$ cat config.mk
export PLATFORM = sky130hd
export DESIGN_NAME = sd_arbiter
export DESIGN_NICKNAME = d
export VERILOG_FILES = /design/src/rtl/sd_pkg.sv /design/src/rtl/sd_rr_pick.sv /design/src/rtl/sd_arbiter.sv
export SDC_FILE = /design/constraint.sdc
export NUM_CORES = 1
export LEC_CHECK = 0
export CORE_MARGIN = 2
export CORE_UTILIZATION = 25
export DETAILED_ROUTE_END_ITERATION = 8
export GPL_ROUTABILITY_DRIVEN = 1
export PLACE_DENSITY = 0.62
export SLEW_MARGIN = 20
export SYNTH_ARGS = -nofsm -noshare
export SYNTH_HDL_FRONTEND = slang
export SYNTH_SLANG_ARGS = --single-unit
$ cat constraint.sdc
create_clock -name clk -period 2.3 [get_ports clk]
set_clock_uncertainty 0.15 [all_clocks]
set_input_delay 0.46 -clock clk [delete_from_list [all_inputs] [get_ports clk]]
set_output_delay 0.46 -clock clk [all_outputs]
set_load 0.1 [all_outputs]
$ cat src/rtl/sd_pkg.sv
// Shared widths, FSM state encoding and request record for the SD arbiter.
package sd_pkg;

    localparam int ADDR_W = 4;
    localparam int DATA_W = 16;

    // Arbiter FSM encoding, kept as plain constants so older tools can read it.
    localparam logic [1:0] ST_IDLE  = 2'd0;
    localparam logic [1:0] ST_ISSUE = 2'd1;
    localparam logic [1:0] ST_WAIT  = 2'd2;
    localparam logic [1:0] ST_ACK   = 2'd3;

    // One captured memory request as seen at grant time.
    typedef struct packed {
        logic              we;
        logic [ADDR_W-1:0] addr;
        logic [DATA_W-1:0] wdata;
    } xact_t;

    // Bundle the loose request fields of one requester into a record.
    function automatic xact_t make_xact(input logic              we,
                                        input logic [ADDR_W-1:0] addr,
                                        input logic [DATA_W-1:0] wdata);
        xact_t x;
        x.we    = we;
        x.addr  = addr;
        x.wdata = wdata;
        return x;
    endfunction

endpackage

$ cat src/rtl/sd_rr_pick.sv
// Two-way round-robin selector: a lone request wins, a tie goes to the
// requester that was not served last.
module sd_rr_pick (
    input  logic req0,
    input  logic req1,
    input  logic last,
    output logic valid,
    output logic pick
);

    assign valid = req0 | req1;

    // Tie-break against the previous winner, otherwise take whoever asks.
    always_comb begin
        pick = 1'b0;
        if (req0 && req1) begin
            pick = ~last;
        end else if (req1) begin
            pick = 1'b1;
        end
    end

endmodule

$ cat src/rtl/sd_arbiter.sv
// Round-robin arbiter sharing one SD mapper port between a CPU (requester 0)
// and a DMA engine (requester 1). Writes take one issue cycle, reads wait
// LATENCY cycles for mem_out before completing.
module sd_arbiter
    import sd_pkg::*;
#(
    parameter int LATENCY = 2
) (
    input  logic              clk,
    input  logic              reset,
    input  logic              r0_req,
    input  logic              r0_we,
    input  logic [ADDR_W-1:0] r0_addr,
    input  logic [DATA_W-1:0] r0_wdata,
    output logic              r0_ack,
    output logic [DATA_W-1:0] r0_rdata,
    input  logic              r1_req,
    input  logic              r1_we,
    input  logic [ADDR_W-1:0] r1_addr,
    input  logic [DATA_W-1:0] r1_wdata,
    output logic              r1_ack,
    output logic [DATA_W-1:0] r1_rdata,
    output logic [ADDR_W-1:0] mem_addr,
    output logic              mem_we,
    output logic [DATA_W-1:0] mem_in,
    input  logic [DATA_W-1:0] mem_out,
    output logic              busy,
    output logic              grant
);

    // The wait counter is loaded with LATENCY-1 so the last WAIT cycle is
    // exactly the one in which the mapper presents valid read data.
    localparam logic [2:0] CNT_LOAD = 3'(LATENCY - 1);

    logic [1:0]        state;
    logic [1:0]        next_state;
    xact_t             cur;
    logic              grant_q;
    logic              last_q;
    logic [2:0]        cnt;
    logic [DATA_W-1:0] r0_rdata_q;
    logic [DATA_W-1:0] r1_rdata_q;
    logic              pick_valid;
    logic              pick_id;
    logic              take;
    logic              read_done;

    sd_rr_pick u_pick (
        .req0  (r0_req),
        .req1  (r1_req),
        .last  (last_q),
        .valid (pick_valid),
        .pick  (pick_id)
    );

    assign take      = (state == ST_IDLE) && pick_valid;
    assign read_done = (state == ST_WAIT) && (cnt == 3'd0);

    // Next-state decode for the IDLE/ISSUE/WAIT/ACK transaction sequence.
    always_comb begin
        next_state = state;
        case (state)
            ST_IDLE:  if (pick_valid) next_state = ST_ISSUE;
            ST_ISSUE: next_state = cur.we ? ST_ACK : ST_WAIT;
            ST_WAIT:  if (cnt == 3'd0) next_state = ST_ACK;
            ST_ACK:   next_state = ST_IDLE;
            default:  next_state = ST_IDLE;
        endcase
    end

    // State register; reset aborts any transaction in flight.
    always_ff @(posedge clk or negedge reset) begin
        if (!reset) begin
            state <= ST_IDLE;
        end else begin
            state <= next_state;
        end
    end

    // Latch the winner's id and request fields when leaving IDLE. The
    // last-grant pointer starts at 1 so the CPU wins the first tie.
    always_ff @(posedge clk or negedge reset) begin
        if (!reset) begin
            grant_q <= 1'b0;
            last_q  <= 1'b1;
            cur     <= '0;
        end else if (take) begin
            grant_q <= pick_id;
            last_q  <= pick_id;
            cur     <= pick_id ? make_xact(r1_we, r1_addr, r1_wdata)
                               : make_xact(r0_we, r0_addr, r0_wdata);
        end
    end

    // Read latency countdown, loaded when a read moves into WAIT.
    always_ff @(posedge clk or negedge reset) begin
        if (!reset) begin
            cnt <= 3'd0;
        end else if ((state == ST_ISSUE) && !cur.we) begin
            cnt <= CNT_LOAD;
        end else if ((state == ST_WAIT) && (cnt != 3'd0)) begin
            cnt <= cnt - 3'd1;
        end
    end

    // Capture read data for the owning requester only; the other keeps its value.
    always_ff @(posedge clk or negedge reset) begin
        if (!reset) begin
            r0_rdata_q <= '0;
            r1_rdata_q <= '0;
        end else if (read_done) begin
            if (grant_q) begin
                r1_rdata_q <= mem_out;
            end else begin
                r0_rdata_q <= mem_out;
            end
        end
    end

    assign mem_addr = cur.addr;
    assign mem_in   = cur.wdata;
    assign mem_we   = (state == ST_ISSUE) && cur.we;
    assign busy     = (state != ST_IDLE);
    assign grant    = grant_q;
    assign r0_ack   = (state == ST_ACK) && !grant_q;
    assign r1_ack   = (state == ST_ACK) && grant_q;
    assign r0_rdata = r0_rdata_q;
    assign r1_rdata = r1_rdata_q;

endmodule

# Word level (Yosys, flattened, before mapping)
# Index checks and enable logic that the tools add are counted.
[op_classes] addsub=1 n_eq_ne=5 mux=9 n_bitwise=3 reduce_logical=18
[op_table] cell="2-to-1 mux 21 bit" n=1
[op_table] cell="logical AND 1 bit" n=8
[op_table] cell="one-hot mux 2 bit (4 select lines)" n=1
[op_table] cell="2-to-1 mux 3 bit" n=2
[op_table] cell="AND reduction 2 bit" n=3
[op_table] cell="== test 2 bit (second input constant)" n=2
[op_table] cell="2-to-1 mux 2 bit" n=2
[op_table] cell="inequality test 2 bit (second input constant)" n=2
[op_table] cell="nonzero test 2 bit" n=2
[op_table] cell="logical NOT 3 bit" n=1
[op_table] cell="2-to-1 mux 1 bit" n=3
[op_table] cell="nonzero test 3 bit" n=1
[op_table] cell="subtractor 3 x 1 -> 3 bit (second input constant)" n=1
[op_table] cell="== test 2 x 1 -> 1 bit (second input constant)" n=1
[op_table] cell="logical NOT 1 bit" n=2
[op_table] cell="logical NOT 2 bit" n=1
[op_table] cell="inverter 1 bit" n=2
[op_table] cell="OR 1 bit" n=1
[word_totals] ff_bits=60 input_bits=62 word_cells=45

# Logic depth before layout (Yosys ltp)
[depth] depth_word=4 depth_mapped=7 depth_no_buf=5

# Cells and area by module
# From an unflattened synthesis, not the netlist that was laid out.
[unflattened] hier_cells=230 area_unflattened_um2=2842.7
[by_module_without_submodules] mod="sd_arbiter" n_inst=1 cells_per_inst=228 area_each_um2=2829.0
[by_module_without_submodules] mod="sd_rr_pick" n_inst=1 cells_per_inst=2 area_each_um2=13.8

# Worst setup path before layout
# No wires, ideal clock.
[synth_timing] kind="register to output" start="reg grant_q, in the netlist grant" end="out r0_ack" t_arrival_ns=2.292 t_required_ns=1.690 setup_slack_ns=-0.602 path_stages_with_launch=2 cell_sequence="dfrtp_1 -> nor2b_1"
[synth_between] elab_chain_len=2
[synth_rtl] item="start: declaration" line="sd_arbiter.sv:38" text="logic grant_q;"
[synth_rtl] item="start signal: assignment" line="sd_arbiter.sv:88" text="grant_q <= pick_id;"
[synth_rtl] item="logical NOT 1 bit" line="sd_arbiter.sv:125" text="assign r0_ack = (state == ST_ACK) && !grant_q;"
[synth_rtl] item="logical AND 1 bit" line="sd_arbiter.sv:125"
[synth_rtl] item="end: declaration" line="sd_arbiter.sv:15" text="output logic r0_ack,"
# No other way between the ends.

# Worst setup path in the final report
[layout_timing] start="reg state[0]" end="out busy"
[layout_between] elab_chain_len=1
[layout_rtl] item="start: declaration" line="sd_arbiter.sv:35" text="logic [1:0] state;"
[layout_rtl] item="start signal: assignment" line="sd_arbiter.sv:76" text="state <= next_state;"
[layout_rtl] item="nonzero test 2 bit" line="sd_arbiter.sv:123" text="assign busy = (state != ST_IDLE);"
[layout_rtl] item="end: declaration" line="sd_arbiter.sv:27" text="output logic busy,"
# No other way between the ends.

==> flow_summary.toml <==
[run_status]
outcome = "finished, final reports clean"

[critical_path]
critical_path.max_stage_delay_ps = 400
cp-end-kind = "output pin"
worstPathCellList = "inv_1, ha_1, inv_1, buf_12"
critPathBufInv = 3
crit_required_ps = 1690
cp-startpoint = "state[0]"
startpoint_type = "flop"
cp_common_cell = "inv_1"
crit_fanout = 6
worstPathArrival_ps = 1480
r2r_start = "state[0]"
cp_slowest_cell = "dfrtp_1"
critical_path_class = "reg -> out"
r2r_end = "r1_rdata[10]"
cp.depth = 4
ff2ff_path_depth = 4
setup.worst_path.end = "busy"
r2r_setup_slack_ps = 240
cp_top_family = "buffers and inverters"

[timing]
setup_violations = 0
tightest_slew_ps = 708
layout_min_cycle_time_ps = 2090
rsz0062_at_grt = "no"
period_share = 0.911
finalHoldViolCount = 0
max_freq_ghz = 0.477
relSlewSlack = 0.528
drv_slew = 0

[global_routing]
grt.total_usage = 0.107
antenna_found_initial = 0
overflow = 0
grt_pass1_wl_um = 10600
grt_max_degree = 37
grt_pass1_vias = 2111

[clock_network]
clk_pin_slew_ps = 50
postCtsSetupBuffers = 0
cts_root_buf = "clkbuf_16"
clk_path_buf_depth = 2
cts_buffers = 9
ctsResizeCount = 0
hold_buffers = 0
clk_latency_ps = 320
cts.sinks = 60
h-tree-depth = 3
cts_tree = "built"

[drt]
first_iter_violations = 64
drt_wl_total_um = 6390
drcViolationCount = 0
vias = 2029
wl_per_cell_um = 13.4
antenna_left = 0
drtPass1Iterations = 4
vias_per_cell = 4.27

[finish]
synthToLayoutAreaGrowth_pct = 51.1
nFillCells = 1081
drive_gt1_frac = 0.364
fin_nets = 400
final_cell_area_um2 = 4290
diodes = 0

[floorplan]
start_util = 0.259
fp.dieH_um = 111
fp.dieW_um = 111
die_area_um2 = 12200
core.rowCount = 38
num_io_pins = 119
core_area_um2 = 10900

[yosys]
synth_cell_type_count = 32
yosysSeqAreaShare = 0.530
synth_seq_cells = 60
syn_area_um2 = 2840
yosysWarnings = 0
synth_top_area_frac = 0.521
synthCells = 227
postSynthAreaPerCell_um2 = 12.5
yosys.area.top_type = "dfrtp_1"
synth.top_cells.by_area = "dfrtp_1, mux2_2, mux2i_1, buf_4, mux2_4"
synth_nets = 296

[place]
portBuffers = 118
placed_cell_area_um2 = 3960
hpwl_um = 4680
gp_congestion = 0.685

[flow_run]
maxCapViolations = 0

[worst_hold_path]
hold_class = "in -> async"
through the flow:
stage	setup WS (ps)	util	hold slack, ps	cells	TNS, ps
floorplan	-79.3	-	14.4	227	-79.3
global placement	40.9	0.362	315	460	0
detailed placement	-21.5	0.362	325	460	-33.8
CTS	181	0.392	20.1	475	0
global route	84.9	0.392	50.0	475	0
finish	206	0.392	2.53	475	0
cell usage in the layout (no fill, tap or decap), types with 2 or more instances in the layout:
| cell type | instances |
|---|---|
| ha_1 | 7 |
| clkbuf_8 | 2 |
| nor2_1 | 4 |
| mux2i_1 | 21 |
| a21oi_1 | 3 |
| a22oi_1 | 2 |
| buf_4 | 56 |
| clkbuf_16 | 9 |
| nand2_1 | 22 |
| bufinv_16 | 2 |
| clkdlybuf4s50_1 | 60 |
| o21ai_0 | 22 |
| mux2_2 | 23 |
| inv_1 | 5 |
| dfrtp_1 | 59 |
| buf_12 | 7 |
| mux2_4 | 10 |
layout make-up:
class | count | area, um^2 | share of cell area
repair buffers | 124 | 1170 | 0.272
clock buffers | 11 | 253 | 0.0590
clock inverters | 4 | 72.6 | 0.0169
multi-input cells | 131 | 1100 | 0.256
well taps | 140 | 175 | 0.0409
flip-flops and latches | 60 | 1500 | 0.351
inverters | 5 | 18.8 | 0.00438
cells in the mapped netlist, drive strengths merged:
cell	n
dfrtp	59
a21bo	1
a21boi	1
a22oi	2
inv	5
clkbuf	4
a31oi	1
nand2	22
and2	2
ha	7
a311oi	1
and3	1
a21oi	3
buf	27
nor2	4
dfstp	1
nand2b	1
o21bai	1
nor3	1
nor3b	1
nand4b	1
a221o	1
o21ai	23
mux2	33
mux2i	21
nor2b	2
and4bb	1
metal layers:
metal / vias up / track usage / routed length, um
li1: 969 / - / -
met1: 954 / 0.138 / 2880
met2: 98 / 0.163 / 2800
met3: 8 / 0.0461 / 634
met4: 0 / 0.0350 / 73
met5: - / 0 / 0
sequential cells by signal (all words and copies together) (netlist names):
| register | cells |
|---|---|
| mem_in | 16 |
| state | 2 |
| mem_addr | 4 |
| r0_rdata | 16 |
| cur | 1 |
| last_q | 1 |
| r1_rdata | 16 |
| grant | 1 |
| cnt | 3 |
worst min-delay path by stage:
stage	startpoint	to	cells after the start
finish	reset	r0_rdata[2]	1
global route	reset	r0_rdata[2]	1
CTS	reset	r1_rdata[2]	1
detailed placement	mem_addr[0]	mem_addr[0]	2
global placement	mem_in[4]	mem_in[4]	2
floorplan	reset	cnt[0]	0
logic make-up after synthesis:
group | Yosys count | share of synthesized area
multiplexers | 54 | 0.218
buffers and inverters | 36 | 0.0856
flip-flops | 60 | 0.530
AO/OA/AOI/OAI | 34 | 0.0693
AND/OR/NAND/NOR | 36 | 0.0662
adder cells (fa/ha/maj) | 7 | 0.0309
Power is not shown: default switching activity piles up to over one toggle a cycle in this logic, so the estimate is an artifact.
==> patch 1, RTL diff (same flow settings) <==
`DATA_W`: 16 -> 24.
--- a/src/rtl/sd_pkg.sv
+++ b/src/rtl/sd_pkg.sv
@@ -3,5 +3,5 @@
 
     localparam int ADDR_W = 4;
-    localparam int DATA_W = 16;
+    localparam int DATA_W = 24;
 
     // Arbiter FSM encoding, kept as plain constants so older tools can read it.
Interface: changed (6 resized); port bits go from 119 to 167. No check against the original RTL was run, so the function may have changed too.
==> patch 1 against the original RTL <==
Critical path type unchanged. Synthesized area rose by 34%. Sequential cell count up 24. Utilization shrank 1.3 points. Worst setup slack got worse by 0.0060 ns. Final area grew 33%. Worst hold slack improved by 0.33 ns. Largest cell class unchanged. Routed wire length up 38%.
Power is not shown: default switching activity piles up to over one toggle a cycle in this logic, so the estimate is an artifact.
==> patch 1: results (changes against the original RTL) <==
grt_pass1_vias: 2822  # +34%
dr.first_iter.drc_count: 53  # -17%
syn_nets: 397  # +34%
track_usage_pct: 11.1  # +0.39 points
ys_top_cells_by_count: "dfrtp_1, mux2_2, nand2_1, o21ai_0, mux2i_1"
routed_wl_mm: 8.83  # +38%
slew_headroom_pct: 76.3  # +23 points
num-nets-final: 540  # +35%
antennaDiodeCount: 0  # unchanged
grt_pass1_wl_mm: 14.1  # +33%
layout-drive-gt1-share_pct: 35.5  # -0.94 points
ys_top_cells_by_area: "dfrtp_1, mux2_2, mux2i_1"
hold_path_class: "reg -> reg"
ys_seq_area_share_pct: 55.5  # +2.5 points
insertion_delay_ns: 0.34  # +0.02 ns
port_buffers: 166  # +41%
post_cts_buffers: 0  # unchanged
ys_warn_count: 0  # unchanged
cp.arrival_ns: 1.49
drt_pass1_iterations: 4  # unchanged
period_needed_ns: 2.10  # +0.00598 ns
place.gp.congestion: 0.688  # +0.44%
status: "completed"
fill_cells: 1450  # +34%
hold_depth: 2
ys_types: 31  # -3.1%
h-tree-depth: 3  # unchanged
dp_hpwl_mm: 6.65  # +42%
preCtsSetupSlack_ns: 0.233  # +0.254 ns
grt_start_max_net_pins: 55  # +49%
reg2reg_depth: 5  # +1
viasPerCell: 4.32  # +1.1%
patch 1: logic make-up (layout without fill, tap and decap cells):
kind of cell,count (synthesis),after routing,synth area share [%]
AOI/OAI and AO/OA,42,42,6.21
and+or+nand+nor,44,44,5.48
buffers and inverters,49,196,8.29
DFF,84,84,55.5
muxes,78,78,22.2
adders and majority gates,7,7,2.31
patch 1: layer usage:
layer | track usage, % | vias to the layer above | share of wire (%) | routed length (um)
li1 | - | 1308 | - | -
met1 | 13.1 | 1313 | 42 | 3680
met2 | 18.1 | 126 | 47 | 4170
met3 | 4.61 | 12 | 9.1 | 808
met4 | 4.33 | 0 | 1.9 | 170
met5 | 0 | - | 0 | 0
patch 1: path summary, 6_finish.rpt:
kind / from / to
setup / recovery: state[0] / busy
hold / removal: mem_in[21] / mem_in[21]
setup reg to reg: state[0] / r0_rdata[0]
hold reg to reg: mem_in[21] / mem_in[21]
max in group asynchronous: reset / last_q
min in group asynchronous: reset / r1_rdata[20]
patch 1: area by class of cell:
cell class	count	area share [%]
clock buffer	9	3.96
timing repair buffer	176	28.9
tap	188	4.13
clock inverter	6	1.25
inverter	5	0.330
multi-input combinational	171	24.4
sequential	84	37.0
patch 1: repair_timing:
action,CTS,global route
hold buffers,1,0
resized for setup,0,1
setup endpoints to repair,0,1
hold endpoints to repair,18,0
patch 1: worst max-delay path, cell delays in order, from the launching register on:
cell	delay (ns)
dfrtp_1	0.40
inv_1	0.15
ha_2	0.30
inv_1	0.11
buf_12	0.18
patch 1: stage by stage:
stage          utilization [%]  area, um2  setup TNS (ns)  hold slack, ns  instances
2_1_floorplan                -       3790         -0.0688          0.0144        304
3_3_place_gp              35.8       5380               0           0.211        623
6_report                  37.9       5690               0           0.332        639
5_1_grt                   37.9       5690               0           0.352        639
4_1_cts                   37.8       5690               0           0.339        639
3_5_place_dp              35.8       5380               0           0.210        623
==> patch 2, RTL diff (config.mk and constraints unchanged) <==
Made on the original files. Make the reset (`reset`) synchronous in 4 clocked blocks.
--- a/src/rtl/sd_arbiter.sv
+++ b/src/rtl/sd_arbiter.sv
@@ -70,5 +70,5 @@
 
     // State register; reset aborts any transaction in flight.
-    always_ff @(posedge clk or negedge reset) begin
+    always_ff @(posedge clk) begin
         if (!reset) begin
             state <= ST_IDLE;
@@ -80,5 +80,5 @@
     // Latch the winner's id and request fields when leaving IDLE. The
     // last-grant pointer starts at 1 so the CPU wins the first tie.
-    always_ff @(posedge clk or negedge reset) begin
+    always_ff @(posedge clk) begin
         if (!reset) begin
             grant_q <= 1'b0;
@@ -94,5 +94,5 @@
 
     // Read latency countdown, loaded when a read moves into WAIT.
-    always_ff @(posedge clk or negedge reset) begin
+    always_ff @(posedge clk) begin
         if (!reset) begin
             cnt <= 3'd0;
@@ -105,5 +105,5 @@
 
     // Capture read data for the owning requester only; the other keeps its value.
-    always_ff @(posedge clk or negedge reset) begin
+    always_ff @(posedge clk) begin
         if (!reset) begin
             r0_rdata_q <= '0;
Formal check against the unedited RTL: differs if reset is asserted again (counterexample within 4 cycles, from zero or initial values and one cycle with reset low); with reset held inactive, the same outputs for 10 cycles.
==> patch 2 against the original RTL <==
Register-to-register slack better by 0.24 ns. Final area down 9.8%. Sequential share of layout area down 4.0 points. Sequential cell count unchanged. Routed wire length up 9.5%. Global-route usage up 1.6 points. Worst setup slack worse by 0.0045 ns. Fmax down 0.22%. Synthesized area down 6.1%. Critical path type unchanged.
==> patch 2: results (changes against the original RTL) <==
regToRegSetupSlack_ns: 0.48  # +0.24 ns
grt_start_max_net_pins: 43  # +16%
hold_path_class: "reg -> reg"
crit_family: "flip-flops"
critical_path.max_stage_delay_ns: 0.43  # +0.03 ns
grt_pass1_wl_mm: 11.2  # +5.5%
ys_top_cells_by_count: "dfxtp_1, o21ai_0, nand2_1"
cp_max_fo: 7  # +1
insertion_delay_ns: 0.33
rr_startpoint: "state[0]"
num-nets-final: 477  # +19%
timing.rr.end: "state[0]"
route.met3.wl_um: 536  # -15%
wire_per_inst_um: 12.7  # -5.3%
syn_nets: 384  # +30%
wl_met1_mm: 3.10  # +7.5%
grt_pass1_vias: 2404  # +14%
cp_slowest_cell: "dfxtp_1"
tightest_slew_ns: 0.466  # -0.242 ns
place.gp.congestion: 0.678  # -1.1%
synth.top_cell.area_share_pct: 45.1  # -6.9 points
async_reset_ff_share_pct: 0  # -100 points
ys_top_cells_by_area: "dfxtp_1, o21ai_0, a21oi_1"
clk_pin_slew_ns: 0.07  # +0.02 ns
root_buffer: "clkbuf_8"
status: "completed"
vias: 2487  # +23%
route.met2.wl_mm: 3.23  # +15%
reg2reg_depth: 5  # +1
ys_types: 37  # +16%
preCtsSetupSlack_ns: 0.226  # +0.248 ns
[patch 2: cell families after synthesis]
group,after synthesis,share of synthesized area (%)
buffers and inverters,49,12.1
AOI/OAI and AO/OA,108,22.8
adders and majority gates,7,3.29
and+or+nand+nor,89,15.9
DFF,60,45.1
muxes,2,0.752
[patch 2: layer usage]
metal / vias up / track usage (%)
li1: 1253 / -
met1: 1129 / 14.8
met2: 93 / 19.8
met3: 12 / 4.19
met4: 0 / 5.57
met5: - / 0
[patch 2: final cells by class]
class	instances	area (um2)
clock buffer	9	124
timing repair buffer	125	1160
inverter	6	22.5
fill	1042	6460
tap	136	170
clock inverter	7	43.8
multi-input combinational	206	1140
sequential	60	1200
[patch 2: worst register-to-register path, stage by stage (launching register included)]
cell and delay (ns):
dfxtp_1 0.43, inv_1 0.12, ha_1 0.30, nor3b_2 0.20, a2111o_1 0.39, o2111a_1 0.13
[patch 2: power by group through the flow]
stage	Clock [mW]	Sequential, mW	Combinational, mW
6_report	0.819	1.39	2.71
5_1_grt	0.917	1.43	2.85
4_1_cts	0.868	1.40	2.73
3_5_place_dp	0	1.41	2.72
3_3_place_gp	0	1.41	2.69
2_1_floorplan	0	1.80	1.86
[patch 2: per-stage QoR]
stage	instance area [um2]	utilization (%)	hold slack (ns)	power [mW]	cells
CTS	3860	37.4	0.328	4.99	549
global placement	3700	35.8	0.307	4.11	533
detailed placement	3700	35.8	0.315	4.13	533
finish	3860	37.4	0.324	4.92	549
global route	3860	37.4	0.344	5.19	549
floorplan	2670	-	0.326	3.66	315
[patch 2: how the worst max path moves through the flow]
stage / to / slack [ns] / depth (start not counted)
global route: busy / 0.07 / 4
finish: busy / 0.20 / 4
detailed placement: mem_in[12] / 0.23 / 4
global placement: mem_addr[0] / 0.26 / 4
CTS: busy / 0.17 / 4
floorplan: r1_ack / 0.06 / 1
